**src/rtl/joystick_pkg.sv**
```systemverilog
// ============================================================================
// joystick_pkg : shared types, constants and mixer saturation helper
// Rev 1.0 : initial release
// ============================================================================
`default_nettype none

package joystick_pkg;

    typedef enum logic [1:0] {
        ST_CAL_ACC = 2'd0,
        ST_RUN_ACC = 2'd1,
        ST_COMPUTE = 2'd2,
        ST_OUTPUT  = 2'd3
    } state_e;

    localparam int               ADC_W          = 12;
    localparam logic [ADC_W-1:0] CENTRE_DEFAULT = 12'd2048;
    localparam int               MIX_MAX        = 2047;

    function automatic logic signed [ADC_W-1:0] sat14to12(input logic signed [ADC_W+1:0] v);
        logic signed [ADC_W-1:0] r;
        if (int'(v) > MIX_MAX) begin
            r = ADC_W'(MIX_MAX);
        end else if (int'(v) < -MIX_MAX) begin
            r = ADC_W'(-MIX_MAX);
        end else begin
            r = v[ADC_W-1:0];
        end
        return r;
    endfunction

endpackage

`default_nettype wire

```
**src/rtl/joystick_axis.sv**
```systemverilog
// ============================================================================
// joystick_axis : per-axis sample accumulator, centre register and deadzone
// Rev 1.0 : initial release
// ============================================================================
`default_nettype none

module joystick_axis
    import joystick_pkg::*;
#(
    parameter int AVG_LOG2 = 2,
    parameter int DEADZONE = 200
) (
    input  logic                  clk_i,
    input  logic                  rst_ni,
    input  logic [ADC_W-1:0]      sample_i,
    input  logic                  acc_en_i,
    input  logic                  acc_clr_i,
    input  logic                  centre_ld_i,
    input  logic                  comp_i,
    output logic signed [ADC_W:0] dz_o
);

    localparam int ACC_W = ADC_W + AVG_LOG2;
    localparam int OFF_W = ADC_W + 1;
    localparam logic signed [OFF_W-1:0] DZ = OFF_W'(DEADZONE);

    logic [ACC_W-1:0]        acc_q, acc_d, w_sum;
    logic [ADC_W-1:0]        centre_q, centre_d, w_avg, w_sum_avg;
    logic signed [OFF_W-1:0] w_off, dz_q, dz_d;

    // The accumulator never overflows: 2^AVG_LOG2 full-scale codes fit ACC_W.
    assign w_sum     = acc_q + ACC_W'(sample_i);
    assign w_sum_avg = w_sum[ACC_W-1:AVG_LOG2];
    assign w_avg     = acc_q[ACC_W-1:AVG_LOG2];
    assign w_off     = $signed({1'b0, w_avg}) - $signed({1'b0, centre_q});

    always_comb begin
        acc_d    = acc_q;
        centre_d = centre_q;
        dz_d     = dz_q;
        if (acc_clr_i) begin
            acc_d = '0;
        end else if (acc_en_i) begin
            acc_d = w_sum;
        end
        if (centre_ld_i) begin
            centre_d = w_sum_avg;
        end
        if (comp_i) begin
            if (w_off > DZ) begin
                dz_d = w_off - DZ;
            end else if (w_off < -DZ) begin
                dz_d = w_off + DZ;
            end else begin
                dz_d = '0;
            end
        end
    end

    always_ff @(posedge clk_i or negedge rst_ni) begin
        if (!rst_ni) begin
            acc_q    <= '0;
            centre_q <= CENTRE_DEFAULT;
            dz_q     <= '0;
        end else begin
            acc_q    <= acc_d;
            centre_q <= centre_d;
            dz_q     <= dz_d;
        end
    end

    assign dz_o = dz_q;

endmodule

`default_nettype wire

```
**src/rtl/joystick_drive.sv**
```systemverilog
// ============================================================================
// joystick_drive : joystick sampling, calibration and arcade mix to motor cmds
// Rev 1.0 : initial release
// ============================================================================
`default_nettype none

module joystick_drive
    import joystick_pkg::*;
#(
    parameter int SAMPLE_DIV = 50000,
    parameter int AVG_LOG2   = 2,
    parameter int DEADZONE   = 200,
    parameter int PWM_BITS   = 8
) (
    input  logic                clk_i,
    input  logic                rst_ni,
    input  logic [ADC_W-1:0]    x_i,
    input  logic [ADC_W-1:0]    y_i,
    input  logic                cal_i,
    output logic [PWM_BITS-1:0] left_duty_o,
    output logic [PWM_BITS-1:0] right_duty_o,
    output logic                left_dir_o,
    output logic                right_dir_o,
    output logic                cmd_valid_o,
    output logic                cal_done_o
);

    localparam int                TICK_W    = (SAMPLE_DIV > 1) ? $clog2(SAMPLE_DIV) : 1;
    localparam logic [TICK_W-1:0] TICK_LAST = TICK_W'(SAMPLE_DIV - 1);
    localparam int                CNT_W     = AVG_LOG2 + 1;
    localparam logic [CNT_W-1:0]  CNT_LAST  = CNT_W'((1 << AVG_LOG2) - 1);
    localparam int                MAG_W     = ADC_W - 1;
    localparam int                SHIFT     = MAG_W - PWM_BITS;

    state_e                  state_q, state_d;
    logic [TICK_W-1:0]       tick_q, tick_d;
    logic [CNT_W-1:0]        cnt_q, cnt_d;
    logic                    w_tick, w_sample, w_block_end;
    logic                    w_acc_en, w_acc_clr, w_centre_ld, w_comp, w_out_ld;
    logic signed [ADC_W:0]   w_dz_x, w_dz_y;
    logic signed [ADC_W+1:0] w_mix_l, w_mix_r;
    logic signed [ADC_W-1:0] w_sat_l, w_sat_r;
    logic [MAG_W-1:0]        w_mag_l, w_mag_r;
    logic [PWM_BITS-1:0]     left_duty_q, left_duty_d, right_duty_q, right_duty_d;
    logic                    left_dir_q, left_dir_d, right_dir_q, right_dir_d;
    logic                    cmd_valid_q, cmd_valid_d, cal_done_q, cal_done_d;

    assign w_tick      = (tick_q == TICK_LAST);
    assign tick_d      = w_tick ? '0 : tick_q + TICK_W'(1);
    // CAL beats a coincident tick, so that sample is never accumulated.
    assign w_sample    = w_tick && !cal_i &&
                         (state_q == ST_CAL_ACC || state_q == ST_RUN_ACC);
    assign w_block_end = w_sample && (cnt_q == CNT_LAST);

    always_ff @(posedge clk_i or negedge rst_ni) begin
        if (!rst_ni) begin
            state_q <= ST_CAL_ACC;
        end else begin
            state_q <= state_d;
        end
    end

    always_comb begin
        state_d = state_q;
        if (cal_i) begin
            state_d = ST_CAL_ACC;
        end else begin
            case (state_q)
                ST_CAL_ACC: if (w_block_end) state_d = ST_RUN_ACC;
                ST_RUN_ACC: if (w_block_end) state_d = ST_COMPUTE;
                ST_COMPUTE: state_d = ST_OUTPUT;
                ST_OUTPUT:  state_d = ST_RUN_ACC;
                default:    state_d = ST_CAL_ACC;
            endcase
        end
    end

    always_comb begin
        w_acc_en    = w_sample;
        w_centre_ld = w_block_end && (state_q == ST_CAL_ACC);
        w_comp      = (state_q == ST_COMPUTE);
        w_out_ld    = (state_q == ST_OUTPUT) && !cal_i;
        w_acc_clr   = cal_i || w_comp || w_centre_ld;
    end

    always_comb begin
        cnt_d = cnt_q;
        if (w_acc_clr) begin
            cnt_d = '0;
        end else if (w_acc_en) begin
            cnt_d = cnt_q + CNT_W'(1);
        end
    end

    joystick_axis #(.AVG_LOG2(AVG_LOG2), .DEADZONE(DEADZONE)) u_axis_x (
        .clk_i       (clk_i),
        .rst_ni      (rst_ni),
        .sample_i    (x_i),
        .acc_en_i    (w_acc_en),
        .acc_clr_i   (w_acc_clr),
        .centre_ld_i (w_centre_ld),
        .comp_i      (w_comp),
        .dz_o        (w_dz_x)
    );

    joystick_axis #(.AVG_LOG2(AVG_LOG2), .DEADZONE(DEADZONE)) u_axis_y (
        .clk_i       (clk_i),
        .rst_ni      (rst_ni),
        .sample_i    (y_i),
        .acc_en_i    (w_acc_en),
        .acc_clr_i   (w_acc_clr),
        .centre_ld_i (w_centre_ld),
        .comp_i      (w_comp),
        .dz_o        (w_dz_y)
    );

    assign w_mix_l = {w_dz_y[ADC_W], w_dz_y} + {w_dz_x[ADC_W], w_dz_x};
    assign w_mix_r = {w_dz_y[ADC_W], w_dz_y} - {w_dz_x[ADC_W], w_dz_x};
    assign w_sat_l = sat14to12(w_mix_l);
    assign w_sat_r = sat14to12(w_mix_r);
    assign w_mag_l = w_sat_l[ADC_W-1] ? MAG_W'(-w_sat_l) : w_sat_l[MAG_W-1:0];
    assign w_mag_r = w_sat_r[ADC_W-1] ? MAG_W'(-w_sat_r) : w_sat_r[MAG_W-1:0];

    always_comb begin
        left_duty_d  = left_duty_q;
        right_duty_d = right_duty_q;
        left_dir_d   = left_dir_q;
        right_dir_d  = right_dir_q;
        cmd_valid_d  = w_out_ld;
        cal_done_d   = cal_done_q;
        if (cal_i) begin
            left_duty_d  = '0;
            right_duty_d = '0;
            left_dir_d   = 1'b1;
            right_dir_d  = 1'b1;
            cal_done_d   = 1'b0;
        end else begin
            if (w_out_ld) begin
                left_duty_d  = PWM_BITS'(w_mag_l >> SHIFT);
                right_duty_d = PWM_BITS'(w_mag_r >> SHIFT);
                left_dir_d   = !w_sat_l[ADC_W-1];
                right_dir_d  = !w_sat_r[ADC_W-1];
            end
            if (w_centre_ld) begin
                cal_done_d = 1'b1;
            end
        end
    end

    always_ff @(posedge clk_i or negedge rst_ni) begin
        if (!rst_ni) begin
            tick_q       <= '0;
            cnt_q        <= '0;
            left_duty_q  <= '0;
            right_duty_q <= '0;
            left_dir_q   <= 1'b1;
            right_dir_q  <= 1'b1;
            cmd_valid_q  <= 1'b0;
            cal_done_q   <= 1'b0;
        end else begin
            tick_q       <= tick_d;
            cnt_q        <= cnt_d;
            left_duty_q  <= left_duty_d;
            right_duty_q <= right_duty_d;
            left_dir_q   <= left_dir_d;
            right_dir_q  <= right_dir_d;
            cmd_valid_q  <= cmd_valid_d;
            cal_done_q   <= cal_done_d;
        end
    end

    assign left_duty_o  = left_duty_q;
    assign right_duty_o = right_duty_q;
    assign left_dir_o   = left_dir_q;
    assign right_dir_o  = right_dir_q;
    assign cmd_valid_o  = cmd_valid_q;
    assign cal_done_o   = cal_done_q;

endmodule

`default_nettype wire

```
**config.mk**
```make
export PLATFORM = sky130hd
export DESIGN_NAME = joystick_drive
export DESIGN_NICKNAME = d
export VERILOG_FILES = /design/src/rtl/joystick_pkg.sv /design/src/rtl/joystick_axis.sv /design/src/rtl/joystick_drive.sv
export SDC_FILE = /design/constraint.sdc
export NUM_CORES = 1
export LEC_CHECK = 0
export CAP_MARGIN = 20
export CORE_MARGIN = 2
export CORE_UTILIZATION = 40
export CTS_CLUSTER_SIZE = 16
export DETAILED_ROUTE_END_ITERATION = 8
export GPL_ROUTABILITY_DRIVEN = 0
export PLACE_DENSITY_LB_ADDON = 0.2
export REMOVE_ABC_BUFFERS = 1
export SYNTH_ARGS = -nofsm -noshare
export SYNTH_HDL_FRONTEND = slang
export SYNTH_SLANG_ARGS = --single-unit
export TNS_END_PERCENT = 30
```
**constraint.sdc**
```tcl
create_clock -name clk_i -period 7.34 [get_ports clk_i]
set_input_delay 1.101 -clock clk_i [delete_from_list [all_inputs] [get_ports clk_i]]
set_output_delay 1.101 -clock clk_i [all_outputs]
set_load 0.05 [all_outputs]
```
==> results.cfg <==
[sta]
max_freq_mhz = 268
fin_skew_ns = 0.0102
slew_headroom_pct = 38.1
setup_viol = 0
whs_ns = 0.459
slew_viol_final = 0
grt_setup_unrepaired = no
period_share_pct = 50.8
period_minus_slack_ns = 3.73
hold_viol = 0
setup_tns_ns = 0
tightest_slew_ns = 0.926

[power_and_ir_drop]
leakage_nw = 4.94
pwr_density_cell_nw_per_um2 = 291
seq_power_share_pct = 23.8
intPower_mw = 1.86
peakVddDrop_mv = 0.192
comb_power_share_pct = 51.4
clockPowerShare_pct = 24.8
switchingPower_mw = 1.41
switching_share_pct = 43.1

[detailed_routing]
top_layer = met4
drtPass1Iterations = 5
wl_met2_microns = 10100
wl_microns = 22900
antenna_left = 0
routed_via_density = 5.60
wl_met1_microns = 11800
drc = 0
wire_per_inst_microns = 15.3
dr_wl_met3_microns = 703
routed-via-count = 8405
drt-initial-drc-count = 504

[global_route]
grt_usage_pct = 18.2
grt_pass1_vias = 7830
grt.overflow.total = 0
antenna_found_initial = 0
grt_pass1_wl_microns = 39300
grt_max_degree = 72

[synthesis]
yosysWarnings = 0
ys_types = 85
syn_avg_cell_area_sq_um = 8.73
synth_top_flop_cell = dfrtp_1
synth_area_leaders = dfrtp_1 (29%), ha_1 (11%), xnor2_1 (3.6%), inv_1 (3.5%), a21oi_1 (3.3%)
ys_top_cells_by_count = dfrtp_1 (115), inv_1 (91), ha_1 (89)
synth_seq_cells = 119
post-synth-top-count-cell = dfrtp_1
netlist.area_leader.share_pct = 29.1
synthArstFlopShare_pct = 100
synth_edf_count = 0
yosysTopAreaCell = dfrtp_1
syn_area_sq_um = 9900
netlist_instances = 1134
yosysSeqAreaShare_pct = 30.1

[run_status]
status = finished, final reports clean

[cts]
root_buffer = clkbuf_16
clock_path_buffers = 2
clk_pin_slew_worst_paths_ns = 0.06
cts_sinks = 119
post_cts_resize_count = 0
cts_buffers = 17
cts_max_level = 4
cts_tree = yes
postCtsSetupBuffers = 0
insertion_delay_ns = 0.42
ctsHoldBuffers = 0

[critical_path]
reg2reg_to = u_axis_y.dz_o[4]$_DFFE_PN0P_
worstPathMaxFanout = 7
regToRegStartpoint = u_axis_y.acc_q[2]$_DFFE_PN0P_
endpoint_kind = flip-flop
worstPathCellList = inv_1, ha_1, fa_1, nor2b_1, o21a_1, nor2_1, xnor2_1, ha_1, inv_1, o211ai_1, nand4_1, and2_1, a221oi_1, nor2_1
slowest_stage = xnor2_1
cp-start-kind = flip-flop
cp.arrival_ns = 4.01
startpoint = u_axis_y.acc_q[2]$_DFFE_PN0P_
endpoint = u_axis_y.dz_o[4]$_DFFE_PN0P_
slowest_delay_ns = 0.49
critPathRequiredTime_ns = 7.62
critPathKind = reg2reg
r2r_slack_ns = 3.61
worst-r2r-cell-count = 14

[floorplanning]
die_h_microns = 161
die-area_sq_um = 26000
rows = 57
core_area_sq_um = 24300
start_util_pct = 40.7
ios = 47
chipWidth_microns = 161

[flow_run]
drv_cap = 0

[layout]
finish.net_count = 1288
syn2layout_area_growth_pct = 13.6
fill_cells = 2358
post_route_cells_drive_above_1_share_pct = 7.39
seq_area_sq_um = 2980
stdcell_count = 1502
final_core_util_pct = 46.2
num_antenna_cells = 0
multiInputGateArea_sq_um = 6420

[worst_hold_path]
min_path_type = reg2reg

[placed_design]
numPortBuffers = 46
place_inst = 1471
dp_hpwl_microns = 17300
[cells in the final DEF (no fill, tap or decap), types with 11 or more instances in the layout]
master           synthesis  final
nand2b_1                27     27
o211ai_1                18     18
dfrtp_1                115    115
a22o_1                  24     24
nand3_1                 27     27
a21oi_1                 66     66
inv_1                   91     91
ha_1                    89     89
o22ai_1                 11     11
xor2_1                  27     27
xnor2_1                 41     41
a21o_1                  22     22
o21a_1                  16     16
a211oi_1                14     14
nor2b_1                 16     16
clkdlybuf4s50_1          0     45
nand4_1                 12     12
nand2_1                 64     64
or2_2                   11     11
clkbuf_16                0     17
or3_1                   11     11
and3_1                  15     15
nor3_1                  22     22
a31oi_1                 13     13
o21ai_0                 60     60
nor2_1                  81     81
[worst min path at each step]
stage	startpoint	endpoint	slack, ns	cells past startpoint
6_report	right_duty_o[2]$_DFFE_PN0P_	right_duty_o[2]$_DFFE_PN0P_	0.46	2
5_1_grt	tick_q[2]$_DFF_PN0_	tick_q[2]$_DFF_PN0_	0.49	1
4_1_cts	tick_q[0]$_DFF_PN0_	tick_q[0]$_DFF_PN0_	0.47	1
3_5_place_dp	right_duty_o[2]$_DFFE_PN0P_	right_duty_o[2]$_DFFE_PN0P_	0.46	2
3_3_place_gp	tick_q[0]$_DFF_PN0_	tick_q[0]$_DFF_PN0_	0.45	1
2_1_floorplan	tick_q[0]$_DFF_PN0_	tick_q[0]$_DFF_PN0_	0.43	1
[stage by stage]
stage / setup slack [ns] / area [sq um] / power [mW]
final: 3.61 / 11200 / 3.27
after global routing: 3.25 / 11200 / 3.54
after CTS: 3.62 / 11200 / 3.27
after detailed placement: 3.23 / 10700 / 2.44
after global placement: 3.27 / 10700 / 2.43
after floorplan: 3.33 / 9730 / 2.06
[sequential cells by signal (all words and copies together), names as in the netlist]
signal / count
cal_done_o: 1
state_q: 2
u_axis_y.acc_q: 14
left_duty_o: 8
u_axis_x.dz_o: 13
right_duty_o: 8
right_dir_o: 1
tick_q: 16
u_axis_y.dz_o: 13
u_axis_y.centre_q: 12
left_dir_o: 1
cnt_q: 3
u_axis_x.acc_q: 14
cmd_valid_o: 1
u_axis_x.centre_q: 12
[worst max-delay path, delay by kind of cell (launching register included)]
kind	cells	cell delay, ns
AO/OA/AOI/OAI	3	0.89
XOR/XNOR	1	0.49
adder cells (fa/ha/maj)	3	0.88
buffers and inverters	2	0.15
flip-flops	1	0.37
AND/OR/NAND/NOR	5	0.80
[per-layer routing]
metal  GRT usage (%)  vias up
met3            2.80       23
met2            28.3      145
met1            26.6     3985
met4            4.75        0
met5               0        -
li1                -     4252
[layout make-up]
type / instances / area share (%)
multi-input cells: 882 / 57.1
flip-flops and latches: 119 / 26.5
repair buffers: 54 / 4.61
clock buffers: 19 / 3.94
well taps: 324 / 3.61
inverters: 92 / 3.07
clock inverters: 12 / 1.15
[cells by family after synthesis]
logic type                 share of synthesized area (%)
xor gates and xnor gates                            6.02
AOI/OAI and AO/OA                                   26.6
adders and majority gates                           12.5
and+or+nand+nor                                     18.4
DFF                                                 30.1
muxes                                               1.16
buffers and inverters                               5.19
[power by group through the flow]
stage | logic (mW) | clock network (mW) | registers (mW)
global placement | 1.64 | 0 | 0.787
global route | 1.89 | 0.862 | 0.789
CTS | 1.66 | 0.833 | 0.778
finish | 1.68 | 0.811 | 0.778
floorplan | 1.30 | 0 | 0.766
detailed placement | 1.65 | 0 | 0.790
(Power assumes the default switching activity.)
